--- config.mk ---
export PLATFORM = sky130hd
export DESIGN_NAME = mul_arbiter_flat
export DESIGN_NICKNAME = d
export VERILOG_FILES = /design/src/rtl/mul_arbiter_if.sv /design/src/rtl/mul_arbiter.sv /design/src/flat_wrapper.sv
export SDC_FILE = /design/constraint.sdc
export NUM_CORES = 1
export LEC_CHECK = 0
export CAP_MARGIN = 40
export CORE_MARGIN = 5
export CORE_UTILIZATION = 33
export DETAILED_ROUTE_END_ITERATION = 6
export PLACE_DENSITY = 0.78
export SLEW_MARGIN = 20
export SYNTH_ARGS = -nofsm -noshare
export SYNTH_HDL_FRONTEND = slang
export SYNTH_SLANG_ARGS = --single-unit
--- constraint.sdc ---
create_clock -name clk -period 1.9 [get_ports clk]
set_clock_uncertainty 0.1 [all_clocks]
set_input_delay 0.19 -clock clk [delete_from_list [all_inputs] [get_ports clk]]
set_output_delay 0.19 -clock clk [all_outputs]
set_load 0.05 [all_outputs]
--- src/rtl/mul_arbiter_if.sv ---
// Bundle between the round-robin multiplier arbiter and its surroundings:
// the requester lanes on one side and the shared `mul` instance on the other.
// master = requesters plus the attached multiplier, slave = the arbiter.
interface mul_arbiter_if #(
  parameter int N     = 4,
  parameter int WIDTH = 25
);
  logic [N-1:0]       req;
  logic [N*WIDTH-1:0] a_in;
  logic [N*WIDTH-1:0] b_in;
  logic [N-1:0]       grant;
  logic [N-1:0]       res_done;
  logic [WIDTH-1:0]   res_val;
  logic               res_ovf;
  logic               res_err;
  logic               mul_rst;
  logic               mul_start;
  logic [WIDTH-1:0]   mul_a;
  logic [WIDTH-1:0]   mul_b;
  logic               mul_busy;
  logic               mul_done;
  logic               mul_ovf;
  logic [WIDTH-1:0]   mul_val;

  modport master (
    output req, a_in, b_in, mul_busy, mul_done, mul_ovf, mul_val,
    input  grant, res_done, res_val, res_ovf, res_err,
           mul_rst, mul_start, mul_a, mul_b
  );

  modport slave (
    input  req, a_in, b_in, mul_busy, mul_done, mul_ovf, mul_val,
    output grant, res_done, res_val, res_ovf, res_err,
           mul_rst, mul_start, mul_a, mul_b
  );
endinterface

--- src/rtl/mul_arbiter.sv ---
// Round-robin arbiter sharing one fixed-point multiplier among N lanes.
// Captures the winner's operands, runs the start/done handshake, returns the
// product with a one-cycle done pulse and recovers a hung multiplier through
// a watchdog that pulses the multiplier reset.
module mul_arbiter #(
  parameter int N       = 4,
  parameter int WIDTH   = 25,
  parameter int TIMEOUT = 15
) (
  input logic          clk,
  input logic          rst_n,
  mul_arbiter_if.slave bus
);
  localparam int IW = $clog2(N);
  localparam int WW = $clog2(TIMEOUT);

  typedef enum logic [1:0] {IDLE, ISSUE, WAIT} state_t;

  state_t           state;
  state_t           state_next;
  logic [IW-1:0]    last;
  logic [IW-1:0]    owner;
  logic [IW-1:0]    sel_idx;
  logic             sel_found;
  logic [WW-1:0]    wdog;
  logic             take_grant;
  logic             done_hit;
  logic             wdog_fire;
  logic             finish;

  logic [N-1:0]     grant_r;
  logic [N-1:0]     res_done_r;
  logic [WIDTH-1:0] res_val_r;
  logic             res_ovf_r;
  logic             res_err_r;
  logic             mul_rst_r;
  logic             mul_start_r;
  logic [WIDTH-1:0] mul_a_r;
  logic [WIDTH-1:0] mul_b_r;

  // mul_busy is observation only; the sink keeps it visible without driving logic
  logic unused_busy;
  assign unused_busy = bus.mul_busy;

  // Round-robin pick: first requesting lane scanning last+1, last+2, ... mod N
  always_comb begin
    logic [IW-1:0] cand;
    sel_found = 1'b0;
    sel_idx   = '0;
    cand      = '0;
    for (int k = 1; k <= N; k++) begin
      cand = IW'((int'(last) + k) % N);
      if (!sel_found && bus.req[cand]) begin
        sel_found = 1'b1;
        sel_idx   = cand;
      end
    end
  end

  // State register
  always_ff @(posedge clk) begin
    if (!rst_n) state <= IDLE;
    else        state <= state_next;
  end

  // Next-state logic
  always_comb begin
    state_next = state;
    case (state)
      IDLE:    if (sel_found) state_next = ISSUE;
      ISSUE:   state_next = WAIT;
      WAIT:    if (done_hit || wdog_fire) state_next = IDLE;
      default: state_next = IDLE;
    endcase
  end

  // Control strobes decoded from state; mul_done outside WAIT is ignored
  always_comb begin
    take_grant = (state == IDLE) && sel_found;
    done_hit   = (state == WAIT) && bus.mul_done;
    wdog_fire  = (state == WAIT) && !bus.mul_done && (wdog == WW'(TIMEOUT - 1));
    finish     = done_hit || wdog_fire;
  end

  // Registered datapath: operand capture, watchdog count and result return
  always_ff @(posedge clk) begin
    if (!rst_n) begin
      last        <= IW'(N - 1);
      owner       <= '0;
      wdog        <= '0;
      grant_r     <= '0;
      res_done_r  <= '0;
      res_val_r   <= '0;
      res_ovf_r   <= 1'b0;
      res_err_r   <= 1'b0;
      mul_rst_r   <= 1'b1;
      mul_start_r <= 1'b0;
      mul_a_r     <= '0;
      mul_b_r     <= '0;
    end else begin
      res_done_r  <= '0;
      mul_start_r <= 1'b0;
      mul_rst_r   <= wdog_fire;
      if (take_grant) begin
        grant_r     <= N'(1) << sel_idx;
        owner       <= sel_idx;
        mul_a_r     <= bus.a_in[sel_idx*WIDTH +: WIDTH];
        mul_b_r     <= bus.b_in[sel_idx*WIDTH +: WIDTH];
        mul_start_r <= 1'b1;
      end
      if (state == ISSUE)     wdog <= '0;
      else if (state == WAIT) wdog <= wdog + 1'b1;
      if (finish) begin
        res_done_r <= grant_r;
        res_val_r  <= done_hit ? bus.mul_val : '0;
        res_ovf_r  <= done_hit ? bus.mul_ovf : 1'b0;
        res_err_r  <= !done_hit;
        last       <= owner;
        grant_r    <= '0;
      end
    end
  end

  assign bus.grant     = grant_r;
  assign bus.res_done  = res_done_r;
  assign bus.res_val   = res_val_r;
  assign bus.res_ovf   = res_ovf_r;
  assign bus.res_err   = res_err_r;
  assign bus.mul_rst   = mul_rst_r;
  assign bus.mul_start = mul_start_r;
  assign bus.mul_a     = mul_a_r;
  assign bus.mul_b     = mul_b_r;
endmodule

--- src/flat_wrapper.sv ---
// flat-port wrapper written by rule: the top's interface ports become plain ports
module mul_arbiter_flat 
#(
  parameter int N       = 4,
  parameter int WIDTH   = 25,
  parameter int TIMEOUT = 15
)
  (clk, rst_n, bus_req, bus_a_in, bus_b_in, bus_mul_busy, bus_mul_done, bus_mul_ovf, bus_mul_val, bus_grant, bus_res_done, bus_res_val, bus_res_ovf, bus_res_err, bus_mul_rst, bus_mul_start, bus_mul_a, bus_mul_b);
  mul_arbiter_if #(.N(N), .WIDTH(WIDTH)) bus_i ();
  input logic clk;
  input logic rst_n;
  input wire logic [$bits(bus_i.req)-1:0] bus_req;
  input wire logic [$bits(bus_i.a_in)-1:0] bus_a_in;
  input wire logic [$bits(bus_i.b_in)-1:0] bus_b_in;
  input wire logic [$bits(bus_i.mul_busy)-1:0] bus_mul_busy;
  input wire logic [$bits(bus_i.mul_done)-1:0] bus_mul_done;
  input wire logic [$bits(bus_i.mul_ovf)-1:0] bus_mul_ovf;
  input wire logic [$bits(bus_i.mul_val)-1:0] bus_mul_val;
  output wire logic [$bits(bus_i.grant)-1:0] bus_grant;
  output wire logic [$bits(bus_i.res_done)-1:0] bus_res_done;
  output wire logic [$bits(bus_i.res_val)-1:0] bus_res_val;
  output wire logic [$bits(bus_i.res_ovf)-1:0] bus_res_ovf;
  output wire logic [$bits(bus_i.res_err)-1:0] bus_res_err;
  output wire logic [$bits(bus_i.mul_rst)-1:0] bus_mul_rst;
  output wire logic [$bits(bus_i.mul_start)-1:0] bus_mul_start;
  output wire logic [$bits(bus_i.mul_a)-1:0] bus_mul_a;
  output wire logic [$bits(bus_i.mul_b)-1:0] bus_mul_b;
  assign bus_i.req = bus_req;
  assign bus_i.a_in = bus_a_in;
  assign bus_i.b_in = bus_b_in;
  assign bus_i.mul_busy = bus_mul_busy;
  assign bus_i.mul_done = bus_mul_done;
  assign bus_i.mul_ovf = bus_mul_ovf;
  assign bus_i.mul_val = bus_mul_val;
  assign bus_grant = bus_i.grant;
  assign bus_res_done = bus_i.res_done;
  assign bus_res_val = bus_i.res_val;
  assign bus_res_ovf = bus_i.res_ovf;
  assign bus_res_err = bus_i.res_err;
  assign bus_mul_rst = bus_i.mul_rst;
  assign bus_mul_start = bus_i.mul_start;
  assign bus_mul_a = bus_i.mul_a;
  assign bus_mul_b = bus_i.mul_b;
  mul_arbiter #(.N(N), .WIDTH(WIDTH), .TIMEOUT(TIMEOUT)) u_core (.clk(clk), .rst_n(rst_n), .bus(bus_i));
endmodule
==> Word level (Yosys, flattened, before mapping) <==
Cells that the tools add are included.
{ "word_totals": {"regBits": 97, "inputBits": 234, "out_inout_bits": 87, "elab_cells": 72} }
{ "classes": {"add_sub_neg": 5, "mul": 1, "magnitude_cmp": 4, "eq_ne": 5, "shift": 3, "muxes": 22, "bitwise": 1, "reduce_logical": 18} }
{ "ops": {"columns": ["cell", "count"], "rows": [
  ["100-bit by 8-bit indexed part select with 25-bit output", 2],
  ["25-bit 2-to-1 mux", 1],
  ["2-bit by 3-bit less-than comparator with 1-bit output (second input constant)", 4],
  ["2-bit 2-to-1 mux", 6],
  ["1-bit 2-to-1 mux", 10],
  ["1-bit binary-select mux with 2-bit select", 4],
  ["1-bit logical AND", 7],
  ["2-bit by 5-bit multiplier with 7-bit output (second input constant)", 1],
  ["2-bit case mux with 3 select lines", 1],
  ["1-bit zero test", 5],
  ["2-bit by 1-bit adder with 2-bit output (second input constant)", 2],
  ["2-bit adder (second input constant)", 2],
  ["4-bit by 1-bit adder with 4-bit output (second input constant)", 1],
  ["4-bit == test (second input constant)", 1],
  ["2-bit by 1-bit != test with 1-bit output (second input constant)", 2],
  ["2-bit AND reduction", 2],
  ["2-bit OR reduction", 2],
  ["1-bit by 2-bit left shift with 4-bit output (first input constant)", 1],
  ["2-bit by 1-bit == test with 1-bit output (second input constant)", 1],
  ["2-bit == test (second input constant)", 1],
  ["2-bit zero test", 1],
  ["1-bit logical OR", 1],
  ["1-bit NOT", 1]
]} }

==> Logic depth before layout (Yosys ltp) <==
{ "depth": {"depth_word": 15, "ltp_mapped": 9, "mapped_depth_nobuf": 6} }

==> Worst setup path after synthesis <==
OpenSTA, ideal clock, no wires.
{ "synth_timing": {"path_kind": "reg-to-reg", "start": "register u_core.wdog[0]", "end": "register u_core.res_ovf_r, in the netlist u_core.bus.res_ovf", "setup_ps": 60, "arrival_ps": 1726, "required_time_ps": 1740, "slack_ps": 14, "path_stages_with_launch": 10, "n_path_buf": 3, "period_less_slack_ps": 1886, "path_cell_list": "dfxtp_1 > inv_1 > ha_1 > a31oi_1 > nor2b_1 > clkbuf_1 > nor2b_1 > clkbuf_1 > buf_2 > a22o_1"} }
{ "synth_between": {"elab_chain_len": 3} }
{ "synth_rtl": {"columns": ["item", "line", "source"], "rows": [
  ["start, declared", "mul_arbiter.sv:25", "logic [WW-1:0] wdog;"],
  ["start signal, assigned", "mul_arbiter.sv:112", "else if (state == WAIT) wdog <= wdog + 1'b1;"],
  ["4-bit == test", "mul_arbiter.sv:81", "wdog_fire = (state == WAIT) && !bus.mul_done && (wdog == WW'(TIMEOUT - 1));"],
  ["1-bit logical AND", "mul_arbiter.sv:81", null],
  ["1-bit logical OR", "mul_arbiter.sv:82", "finish = done_hit || wdog_fire;"],
  ["end signal, assigned", "mul_arbiter.sv:116", "res_ovf_r <= done_hit ? bus.mul_ovf : 1'b0;"],
  ["end, declared", "mul_arbiter.sv:34", "logic res_ovf_r;"]
]} }
No other way between the ends.
A chain may end at the register's enable or synchronous reset.

==> Final worst setup path <==
{ "layout_timing": {"start": "register u_core.last[0]", "end": "register u_core.mul_a_r[5], in the netlist u_core.bus.mul_a[5]"} }
{ "layout_between": {"elab_chain_len": 15, "elab_cells_between_ends": 29, "classes_between": "add/sub: 4; mul: 1; shift: 1; mux: 16; reduce/logical: 7"} }
{ "layout_rtl": {"columns": ["item", "line", "source"], "rows": [
  ["start, declared", "mul_arbiter.sv:21", "logic [IW-1:0] last;"],
  ["start signal, assigned", "mul_arbiter.sv:88", "last <= IW'(N - 1);"],
  ["start signal, assigned", "mul_arbiter.sv:118", "last <= owner;"],
  ["2-bit by 1-bit adder with 2-bit output", "mul_arbiter.sv:52", "cand = IW'((int'(last) + k) % N);"],
  ["1-bit binary-select mux with 2-bit select", "mul_arbiter.sv:53", "if (!sel_found && bus.req[cand]) begin"],
  ["1-bit 2-to-1 mux (not written as such)", "mul_arbiter.sv:53", null],
  ["1-bit 2-to-1 mux", "mul_arbiter.sv:53", null],
  ["1-bit zero test", "mul_arbiter.sv:53", null],
  ["1-bit logical AND", "mul_arbiter.sv:53", null],
  ["1-bit 2-to-1 mux", "mul_arbiter.sv:53", null],
  ["1-bit zero test", "mul_arbiter.sv:53", null],
  ["1-bit logical AND", "mul_arbiter.sv:53", null],
  ["1-bit 2-to-1 mux", "mul_arbiter.sv:53", null],
  ["1-bit zero test", "mul_arbiter.sv:53", null],
  ["1-bit logical AND", "mul_arbiter.sv:53", null],
  ["2-bit 2-to-1 mux", "mul_arbiter.sv:53", null],
  ["2-bit by 5-bit multiplier with 7-bit output", "mul_arbiter.sv:107", "mul_a_r <= bus.a_in[sel_idx*WIDTH +: WIDTH];"],
  ["100-bit by 8-bit indexed part select with 25-bit output", "mul_arbiter.sv:107", null],
  ["end signal, assigned", "mul_arbiter.sv:107", null],
  ["end, declared", "mul_arbiter.sv:38", "logic [WIDTH-1:0] mul_a_r;"]
]} }
Several ways; a longest one is shown, not always the timed one. The select of a mux whose other input is x is not followed.

==> impl_metrics.ini <==
[final_layout]
stdcell_count = 1002
fill_cells = 1109
fin_util_pct = 65.4
fin_nets = 1049
num_antenna_cells = 0
design_area_um2 = 9390
drive_above_1_share_pct = 21.8
syn_to_final_growth_pct = 96.9

[clocking]
clock-sinks = 97
worstSkewPairLatency_ns = 0.34
cts_hold_buf = 0
clkTransAtPathRegs_ns = 0.07
clk_path_buf_depth = 2
cts_tree = yes
cts_buffers = 9
cts_max_level = 3
ctsRootBufferMaster = clkbuf_16

[power_and_ir_drop]
pwr-share-seq_pct = 32.5
power.density_nw_per_um2 = 766
p_switching_mw = 2.50
combPwrFrac_pct = 41.0
worst_ir_drop_vdd_uv = 493
p_clk_share_pct = 26.5
p_sw_share_pct = 34.7
internal_power_mw = 4.70
leakagePower_nw = 3.75

[sta]
slew_viol_final = 0
worst_pin_slew_ns = 0.589
grt_setup_unrepaired = true
finalSetupViolations = 8
fmax_mhz = 515
setup_slack_ns = -0.0425
slew_headroom_pct = 60.6
period_share_pct = 102
hold_violations = 0
fin_crit_ns = 1.94

[setup_path]
cp-start-kind = register
critPathArrivalTime_ns = 2.08
path_class = register to register
path_max_fanout = 7
crit_required_ns = 2.04
end_kind = register

[global_routing]
track_usage_pct = 20.6
use_met3_pct = 6.10
antenna_found_initial = 0
busiest_layer = met2
grt_use_met1_pct = 21.7
grt_pass1_vias = 5258
grt.met2_usage_pct = 38.4
grt_pass1_wl_mm = 27.1
grt_max_degree = 41
overflow = 0

[logic_synthesis]
ys_ff_latch = 97
synth_ff_type = dfxtp_1
ys_warn_count = 0
synth.distinct_cells = 38
synthArstFlopShare_pct = 0
synthTopCellsByArea = dfxtp_1 41%, mux2i_1 22%, a221oi_1 5.0%, a22o_1 4.8%, mux2_2 4.5%
seq_area_frac_synth_pct = 40.7
synthTopCellsByCount = 104 x mux2i_1, 97 x dfxtp_1, 33 x o21ai_0
synth_nets = 703
yosysTopAreaCellShare_pct = 40.7
yosys.area.top_type = dfxtp_1
synth_area_um2 = 4770
synth_edf_count = 0
syn_inst = 467
avgSynthCellArea_um2 = 10.2
synth.most_common_cell = mux2i_1

[floorplanning]
die_h_um = 130
die_x_um = 130
ioPinCount = 321
coreArea_um2 = 14400
die-area_um2 = 17000
initial_core_util_pct = 33.2
rows = 44

[placement]
hpwlAfterDp_mm = 14.6
dp_cells = 969
place_area_um2 = 8380
gp_congestion = 0.832
post-place-ws_ns = -0.475
port_buffers = 319

[outcome]
outcome = finished, violations left
violations = setup timing

[worst_hold_path]
min_path_type = input port to register

[routing]
vias = 5092
drt-total-wl_mm = 19.4
drtIter0Drc = 178
antenna_left = 0
firstDrtPassIters = 4
route.detailed.drc = 0
wl_per_cell_um = 19.4
drt-vias-per-instance = 5.08

[job]
drv_cap = 0
[through the flow]
| step | setup TNS [ns] | total power, mW | hold slack [ns] |
|---|---|---|---|
| 6_report | -0.196 | 7.20 | 0.256 |
| 5_1_grt | -1.84 | 7.49 | 0.260 |
| 4_1_cts | -0.0336 | 6.96 | 0.224 |
| 3_5_place_dp | -20.60 | 4.97 | 0.343 |
| 3_3_place_gp | -21.85 | 4.92 | 0.333 |
| 2_1_floorplan | 0 | 3.77 | 0.202 |
[power groups by stage]
stage	combinational [mW]	sequential, mW	clock, mW
5_1_grt	3.08	2.36	2.05
4_1_cts	2.67	2.34	1.95
6_report	2.95	2.34	1.90
3_3_place_gp	2.55	2.37	0
2_1_floorplan	0.764	3.00	0
3_5_place_dp	2.59	2.38	0
[path summary, 6_finish.rpt]
kind | slack [ns] | to | cells after the start | startpoint
setup / recovery | -0.04 | u_core.bus.mul_a[5]$_SDFFE_PN0P_ | 9 | u_core.last[0]$_SDFFE_PN1P_
hold / removal | 0.26 | u_core.last[0]$_SDFFE_PN1P_ | 3 | rst_n
setup reg to reg | -0.04 | u_core.bus.mul_a[5]$_SDFFE_PN0P_ | 9 | u_core.last[0]$_SDFFE_PN1P_
hold reg to reg | 0.35 | u_core.bus.res_err$_SDFFE_PN0P_ | 2 | u_core.bus.res_err$_SDFFE_PN0P_
[critical path, stage by stage (launching register included)]
cell and delay [ns]:
dfxtp_2 0.34, nand2b_4 0.15, buf_6 0.12, a211oi_4 0.30, buf_12 0.18, buf_6 0.10
buf_6 0.10, mux2i_2 0.22, mux2_4 0.19, o21ai_2 0.04
[cell usage in the layout, fill, tap and decap left out, types with 9 or more instances in the layout]
cell type        synthesis  final
mux2_2                  19     10
buf_6                    4     15
mux2i_2                  0     19
buf_4                    6     35
buf_12                   0      9
clkdlybuf4s50_1          0    307
nand3_1                 20     20
o21ai_1                 20     11
a22o_1                  26     26
o21ai_2                  0      9
dfxtp_1                 97     96
a221oi_2                 4     30
mux2_4                   0      9
o21ai_0                 33     33
mux2i_1                104     80
clkbuf_16                0     12
[cell families (layout without fill, tap and decap cells)]
family,count (synthesis),after routing,share of synthesized area [%]
buf+inv,49,400,5.45
simple gates,65,65,7.16
mux,123,123,26.3
compound gates,130,130,19.7
fa+ha+maj,2,2,0.524
xor+xnor,1,1,0.184
flops,97,97,40.7
[final cells by class]
| type | count | area [µm²] | area share, % |
|---|---|---|---|
| Clock buffer | 9 | 225 | 2.40 |
| Clock inverter | 7 | 88.8 | 0.946 |
| Inverter | 6 | 22.5 | 0.240 |
| Multi-Input combinational cell | 321 | 2980 | 31.7 |
| Sequential cell | 97 | 1940 | 20.7 |
| Tap cell | 184 | 230 | 2.45 |
| Timing Repair Buffer | 378 | 3900 | 41.5 |
[sequential cells by signal, summed over array words and instances (netlist names), 2 cells and up]
register	count
u_core.bus.mul_a	25
u_core.owner	2
u_core.bus.res_done	4
u_core.state	2
u_core.bus.mul_b	25
u_core.bus.grant	4
u_core.wdog	4
u_core.bus.res_val	25
u_core.last	2
[per-layer routing]
metal  share of wire [%]  wire length (µm)
met1                  36              7050
met3                 6.6              1290
met5                   0                 0
met2                  54             10500
met4                 3.0               576
[repair_timing]
| item | CTS | global route |
|---|---|---|
| setup endpoints to repair | 40 | 69 |
| cloned | 1 | 4 |
| buffers inserted | 11 | 1 |
| pin swaps | 1 | 1 |
| gates resized for setup | 14 | 94 |
No activity file was read; power rests on OpenSTA's default activity.
